[config.mk]
export PLATFORM = sky130hd
export DESIGN_NAME = program_sequencer
export DESIGN_NICKNAME = d
export VERILOG_FILES = /design/src/rtl/program_sequencer.sv
export SDC_FILE = /design/constraint.sdc
export NUM_CORES = 1
export LEC_CHECK = 0
export ABC_AREA = 1
export CAP_MARGIN = 25
export CORE_ASPECT_RATIO = 1.5
export CORE_MARGIN = 1
export CORE_UTILIZATION = 49
export CTS_CLUSTER_DIAMETER = 100
export CTS_CLUSTER_SIZE = 12
export DETAILED_ROUTE_END_ITERATION = 16
export PLACE_DENSITY = 0.84
export RECOVER_POWER = 25
export SLEW_MARGIN = 5
export SYNTH_ARGS = -nofsm -noshare
export SYNTH_HDL_FRONTEND = slang
export SYNTH_SLANG_ARGS = --single-unit
[constraint.sdc]
create_clock -name clk -period 2.4 [get_ports clk]
set_input_delay 0.72 -clock clk [delete_from_list [all_inputs] [get_ports clk]]
set_output_delay 0.72 -clock clk [all_outputs]
set_load 0.005 [all_outputs]
[src/rtl/program_sequencer.sv]
// Multi-cycle instruction sequencer: fetch / decode / execute control with conditional branches.
// Define SEQ_CALL_STACK_EN to add a CALL/RET return stack; otherwise CALL and RET behave as NOP.
module program_sequencer #(
  parameter int ADDR_W      = 8,
  parameter int IMM_W       = 8,
  parameter int RESET_PC    = 0,
  parameter int STACK_DEPTH = 4
) (
  input  logic              clk,
  input  logic              reset,
  input  logic              start,
  input  logic [3:0]        ALUFlags,
  output logic              instr_req,
  output logic [ADDR_W-1:0] InstrAddr,
  input  logic              instr_ack,
  input  logic [IMM_W+7:0]  instr_rdata,
  output logic              WE,
  output logic              ALUorM,
  output logic [2:0]        ALUCntr,
  output logic              ALUSrc2,
  output logic [1:0]        RDst3,
  output logic [1:0]        RSrc1,
  output logic [IMM_W-1:0]  Src2,
  output logic [2:0]        state,
  output logic              halted,
  output logic              stack_err
);

  localparam int INSTR_W = IMM_W + 8;

  typedef enum logic [2:0] {
    S_IDLE   = 3'd0,
    S_FETCH  = 3'd1,
    S_DECODE = 3'd2,
    S_EXEC   = 3'd3,
    S_HALT   = 3'd4
  } state_t;

  state_t              r_state;
  state_t              w_stateNext;
  logic [ADDR_W-1:0]   r_pc;
  logic [ADDR_W-1:0]   w_pcNext;
  logic [INSTR_W-1:0]  r_ir;
  logic [3:0]          r_flags;
  logic                w_loadIr;
  logic                w_captureFlags;

  logic [2:0]          w_opcode;
  logic [3:0]          w_cond;
  logic [IMM_W-1:0]    w_src2;
  logic [1:0]          w_flagIdx;
  logic                w_taken;
  logic [ADDR_W-1:0]   w_pcInc;
  logic [ADDR_W-1:0]   w_target;

  assign w_opcode = r_ir[INSTR_W-1 -: 3];
  assign w_cond   = r_ir[IMM_W+4:IMM_W+1];
  assign w_src2   = r_ir[IMM_W-1:0];
  assign w_pcInc  = r_pc + ADDR_W'(1);
  assign w_target = ADDR_W'(w_src2);

  // cond[1:0] names a flag in {N,Z,C,V} order, so 0 selects N (bit 3) and 3 selects V (bit 0).
  assign w_flagIdx = ~w_cond[1:0];
  assign w_taken   = w_cond[3] | (r_flags[w_flagIdx] ^ w_cond[2]);

`ifdef SEQ_CALL_STACK_EN
  localparam int SP_W  = $clog2(STACK_DEPTH + 1);
  localparam int IDX_W = (STACK_DEPTH > 1) ? $clog2(STACK_DEPTH) : 1;

  logic [ADDR_W-1:0] r_stack [STACK_DEPTH];
  logic [SP_W-1:0]   r_sp;
  logic              r_stackErr;
  logic              w_push;
  logic              w_pop;
  logic              w_fault;
  logic              w_stackFull;
  logic              w_stackEmpty;
  logic [IDX_W-1:0]  w_pushIdx;
  logic [IDX_W-1:0]  w_popIdx;
  logic [ADDR_W-1:0] w_popData;

  assign w_stackFull  = (r_sp == SP_W'(STACK_DEPTH));
  assign w_stackEmpty = (r_sp == '0);
  assign w_pushIdx    = IDX_W'(r_sp);
  assign w_popIdx     = IDX_W'(r_sp - SP_W'(1));
  assign w_popData    = r_stack[w_popIdx];
`endif

  always_ff @(posedge clk or negedge reset) begin
    if (!reset) begin
      r_state <= S_IDLE;
    end else begin
      r_state <= w_stateNext;
    end
  end

  always_comb begin
    w_stateNext    = r_state;
    w_pcNext       = r_pc;
    w_loadIr       = 1'b0;
    w_captureFlags = 1'b0;
`ifdef SEQ_CALL_STACK_EN
    w_push         = 1'b0;
    w_pop          = 1'b0;
    w_fault        = 1'b0;
`endif
    case (r_state)
      S_IDLE, S_HALT: begin
        if (start) begin
          w_stateNext = S_FETCH;
          w_pcNext    = ADDR_W'(RESET_PC);
        end
      end
      S_FETCH: begin
        if (instr_ack) begin
          w_loadIr    = 1'b1;
          w_stateNext = S_DECODE;
        end
      end
      S_DECODE: w_stateNext = S_EXEC;
      S_EXEC: begin
        w_stateNext = S_FETCH;
        w_pcNext    = w_pcInc;
        case (w_opcode)
          3'b110: begin
            if (w_taken) w_pcNext = w_target;
          end
          3'b111: begin
            case (w_cond[1:0])
              2'b00: begin
                w_stateNext = S_HALT;
                w_pcNext    = r_pc;
              end
`ifdef SEQ_CALL_STACK_EN
              // A stack fault halts without touching the stack so the offending pc stays visible.
              2'b01: begin
                if (w_stackFull) begin
                  w_fault     = 1'b1;
                  w_stateNext = S_HALT;
                  w_pcNext    = r_pc;
                end else begin
                  w_push   = 1'b1;
                  w_pcNext = w_target;
                end
              end
              2'b10: begin
                if (w_stackEmpty) begin
                  w_fault     = 1'b1;
                  w_stateNext = S_HALT;
                  w_pcNext    = r_pc;
                end else begin
                  w_pop    = 1'b1;
                  w_pcNext = w_popData;
                end
              end
`endif
              default: ;
            endcase
          end
          3'b101: ;
          default: w_captureFlags = 1'b1;
        endcase
      end
      default: w_stateNext = S_IDLE;
    endcase
  end

  always_ff @(posedge clk or negedge reset) begin
    if (!reset) begin
      r_pc    <= ADDR_W'(RESET_PC);
      r_ir    <= '0;
      r_flags <= 4'b0000;
    end else begin
      r_pc <= w_pcNext;
      if (w_loadIr) r_ir <= instr_rdata;
      if (w_captureFlags) r_flags <= ALUFlags;
    end
  end

`ifdef SEQ_CALL_STACK_EN
  always_ff @(posedge clk or negedge reset) begin
    if (!reset) begin
      r_sp       <= '0;
      r_stackErr <= 1'b0;
    end else begin
      if (w_push) begin
        r_sp <= r_sp + SP_W'(1);
      end else if (w_pop) begin
        r_sp <= r_sp - SP_W'(1);
      end
      if (w_fault) r_stackErr <= 1'b1;
    end
  end

  // Entries above the pointer are don't-care, so the storage itself needs no reset.
  always_ff @(posedge clk) begin
    if (w_push) r_stack[w_pushIdx] <= w_pcInc;
  end

  assign stack_err = r_stackErr;
`else
  assign stack_err = 1'b0;
`endif

  assign instr_req = (r_state == S_FETCH);
  assign InstrAddr = r_pc;
  assign WE        = (r_state == S_EXEC) && (w_opcode <= 3'b101);
  assign ALUorM    = (w_opcode == 3'b101);
  assign ALUCntr   = (w_opcode <= 3'b101) ? w_opcode : 3'b000;
  assign ALUSrc2   = r_ir[IMM_W];
  assign RDst3     = r_ir[IMM_W+4:IMM_W+3];
  assign RSrc1     = r_ir[IMM_W+2:IMM_W+1];
  assign Src2      = w_src2;
  assign state     = r_state;
  assign halted    = (r_state == S_HALT);

endmodule

== After elaboration in Yosys (flattened, before gate mapping) ==
Index checks and enable logic that the tools add are counted.

* Register bits after elaboration: 31
* Bits of input ports: 24
* Logic and storage cells: 45

* $add $sub $neg: 1
* Magnitude comparators: 2
* Equal/unequal tests: 10
* Mux-type cells: 17
* Bitwise logic cells: 3
* Reduce and logical (&&, ||, !) cells: 8

{| class="wikitable"
|+ Operators by type and width
! cell !! count
|-
| $pmux 8 s2 || 2
|-
| $mux 8 || 3
|-
| $mux 3 || 5
|-
| $eq 3x3->1 const B || 4
|-
| $pmux 3 s4 || 1
|-
| $add 8x1->8 const B || 1
|-
| $eq 3x2->1 const B || 2
|-
| $mux 1 || 5
|-
| $eq 3x1->1 const B || 1
|-
| $le 3x3->1 const B || 1
|-
| $logic_not 3->1 || 1
|-
| $lt 2x3->1 const B || 1
|-
| $ne 3x3->1 const B || 1
|-
| $reduce_and 3->1 || 1
|-
| $reduce_or 3->1 || 1
|-
| $bmux 1 s2 || 1
|-
| $logic_not 2->1 || 1
|-
| $ne 2x1->1 const B || 1
|-
| $ne 2x2->1 const B || 1
|-
| $not 2->2 || 1
|-
| $reduce_and 2->1 || 1
|-
| $reduce_bool 2->1 || 1
|-
| $reduce_or 2->1 || 1
|-
| $logic_and 1x1->1 || 1
|-
| 2 further kinds || 2
|}

== Longest topological paths before layout ==
* Depth after elaboration: 8
* Mapped depth: 10
* Depth with buffers taken out: 10

== Worst setup path after synthesis ==
Ideal clock, no wire load.

* Path kind: register to output
* Start point: reg r_state[0] (netlist: state[0])
* End point: out halted
* Data arrival time: 0.863 ns
* Required time: 1.680 ns
* Slack: 0.817 ns
* Cell stages (with the launch flop): 4
* Path buffers: 0
* Cells stage by stage: dfrtp_1 > nor2_1 > inv_1 > nor2_1

* Word-level cells in the longest chain between the ends: 1

{| class="wikitable"
|+ RTL lines
! element !! line !! RTL
|-
| from (decl) || 39 || <nowiki>state_t r_state;</nowiki>
|-
| from (signal assigned) || 93 || <nowiki>r_state <= w_stateNext;</nowiki>
|-
| $eq 3x3->1 || 215 || <nowiki>assign halted = (r_state == S_HALT);</nowiki>
|-
| to (decl) || 25 || <nowiki>output logic halted,</nowiki>
|}

No other way between the ends.

== Worst setup path after layout ==
Same ends and word-level chain as after synthesis.

==> results by group <==
Outcome
  • Status: complete, no violations

Die
  • DIE WIDTH: around 50 um
  • Die area: roughly 3700 um^2
  • Starting Density: 52.2%
  • Num rows: 25
  • # IOs: between 50 and 60
  • Die Y: 73.7 um
  • Core box area: 3220 um^2

Timing
  • RSZ-0062 raised after global routing: yes
  • Slew @ Worst Pin: just under 0.8 ns
  • Final setup skew: around 0.0040 ns
  • Fin. Hold Viols: 0
  • Worst hold slack: about 0.51 ns
  • Fin crit period: 2.33 ns
  • # setup viols final: 0
  • Final worst-path cycle share: 97.0%
  • Max Fclk: about 430 MHz
  • Slew Viols, Final: 0
  • Total negative slack: 0 ns
  • Max-slew headroom: between 40% and 50%
  • Worst setup margin: around 0.072 ns

Yosys
  • YS warnings: 0
  • Synth Register Bits: 31
  • Cell taking the most area after synthesis: dfrtp_1
  • Synthesized Nets: 223
  • Post-synth top area share: approximately 46%
  • Count leader, synth: nand2_1
  • Post-synth cell types: 27
  • FFs w/ async S/R, synth: between 90% and 100%
  • Post-synthesis sequential area ratio: between 40% and 50%
  • Synthesized netlist cell count: 198
  • Post-Synthesis Cell Area: 1680 um^2
  • Syn Area/Cell: around 8.5 um^2
  • Post-synth EDFFs: 0
  • Largest cells by area after synthesis: dfrtp_1 46%, nand2_1 8.0%, nand3_1 7.4%
  • Commonest cells in the netlist: 36 x nand2_1, 31 x dfrtp_1, 25 x nand3_1
  • Top FF cell, synth: dfrtp_1

Pwr
  • Pwr/cell area: 1260 nW/um^2
  • Post-layout power: 2.85 mW
  • VDD IR max: 0.00102 V
  • Leakage power: approximately 1.1 nW

Place
  • Worst slack, placed: around 0.30 ns
  • Post-DP HPWL: 2590 um
  • I/O Buffers: 54
  • Placed cell area: between 2000 and 2500 um^2
  • Final GP Congestion: ~0.8

GRT
  • Vias in the first global route: ~1400
  • Grt total ovfl: 0
  • Largest net degree at the start of global routing: 32
  • Overall Global Routing Usage: around 22%
  • First-pass GRT wire length: ~5900 um
  • Initial antenna violation count: 0

Routing
  • Iteration-0 DRC Markers: 20
  • Wire length per cell: 12.1 um
  • DR DRC count: 0
  • Drt first pass iters: 4
  • Routed Antenna Nets: 0
  • Avg Vias per Cell: 5.02
  • Vias: approximately 1400
  • Post-Route WL: 3470 um

Final layout
  • NumNets Final: between 200 and 300
  • Layout cells sized above 1: roughly 11%
  • Antenna diode count: 0
  • Post-route design area: 2260 um^2
  • Area growth, synth to finish: 34.8%

Critical path
  • Req. time, crit path: roughly 1.7 ns
  • CP Launch Type: flop
  • Slowest stage cell, crit path: clkdlybuf4s50_1
  • Worst Setup Path Type: reg -> out
  • Largest stage delay, worst path: approximately 0.50 ns
  • Critical path capture point type: output port
  • CP arrival: ~1.6 ns
  • CP max FO: 5
  • CP Cell Sequence: nor2_2, inv_1, nor2_1, clkdlybuf4s50_1

Clock network
  • H-tree depth: 2
  • Clk buf depth: 2
  • Clk root buf: clkbuf_8
  • CTS tree: yes
  • CTS Sinks: 31
  • CTS clk-pin slew, worst paths: roughly 0.06 ns
  • CTS Buf Count: 5
  • Clk Latency, worst-skew pair: roughly 0.28 ns

Worst hold path
  • Worst Hold Class: reg -> reg

Flow run
  • Max-capacitance violation count: 0
sequential cells by signal (all words and copies together) (netlist names):
signal     cells
r_ir          16
InstrAddr      8
r_flags        4
state          3
cells by family (layout without fill, tap and decap cells):
family,count (synthesis),after routing,synth area share [%]
flip-flops,31,31,46.2
AO/OA/AOI/OAI,20,20,7.82
XOR/XNOR,6,6,3.13
multiplexers,5,5,4.24
adder cells (fa/ha/maj),1,1,0.744
AND/OR/NAND/NOR,94,94,25.3
buffers and inverters,40,88,12.4
other,1,1,0.223
routing by layer:
metal  vias to the layer above  track usage, %  routed length [um]
li1                        714               -                   -
met1                       675            20.8                1370
met2                        40            40.2                1840
met3                         8            5.38                 146
met4                         0            14.3                 108
met5                         -               0                   0
cells in the final DEF (no fill, tap or decap), drive strengths merged:
master,instances
clkdlybuf4s50,53
nand2,38
dfrtp,31
nand3,26
nor2,26
inv,24
a21oi,16
clkbuf,8
mux2,5
xor2,4
nor3,3
xnor2,2
o21ai,2
a31oi,1
nand3b,1
o32ai,1
ha,1
conb,1
clkinv,1
dlygate4sd3,1
buf,1
area by class of cell:
cell class                      count  area (um^2)
Fill cell                         256          957
Sequential cell                    31          776
Multi-Input combinational cell    127          702
Timing Repair Buffer               56          566
Inverter                           24         90.1
Clock buffer                        7         76.3
Tap cell                           40         50.0
Clock inverter                      1         5.00
metrics by stage:
| stage | cells | util, % |
|---|---|---|
| after floorplan | 198 | - |
| after global placement | 278 | 67.7 |
| after detailed placement | 278 | 67.7 |
| after CTS | 286 | 70.3 |
| after global routing | 286 | 70.3 |
| final | 286 | 70.3 |
critical path: cells and delay by family (launching register included):
family / cells / cell delay [ns]
buf+inv: 2 / 0.61
simple gates: 2 / 0.28
flops: 1 / 0.43
path summary, 6_finish.rpt:
kind,start,to,slack (ns),cells past startpoint
min in group asynchronous,reset,r_ir[14]$_DFFE_PN0P_,1.04,2
max in group asynchronous,reset,r_ir[3]$_DFFE_PN0P_,0.86,2
worst max-delay path,state[0]$_DFFE_PN0P_,halted,0.07,4
worst min-delay path,r_ir[8]$_DFFE_PN0P_,r_ir[8]$_DFFE_PN0P_,0.51,1
worst max register to register,r_ir[9]$_DFFE_PN0P_,InstrAddr[0]$_DFFE_PN0P_,0.92,10
worst min register to register,r_ir[8]$_DFFE_PN0P_,r_ir[8]$_DFFE_PN0P_,0.51,1
timing repair:
item                                    CTS  global route
resized for setup                         1             1
endpoints found under the setup margin    1             3
buffers inserted                          0             0
endpoints found under the hold margin     0             0
hold buffers                              0             0
power by group:
| part | internal [mW] | total [mW] | switching, mW |
|---|---|---|---|
| Sequential | 0.760 | 0.962 | 0.202 |
| Clock | 0.203 | 0.387 | 0.184 |
| Combinational | 0.780 | 1.50 | 0.724 |
No activity file was read; power rests on OpenSTA's default activity.
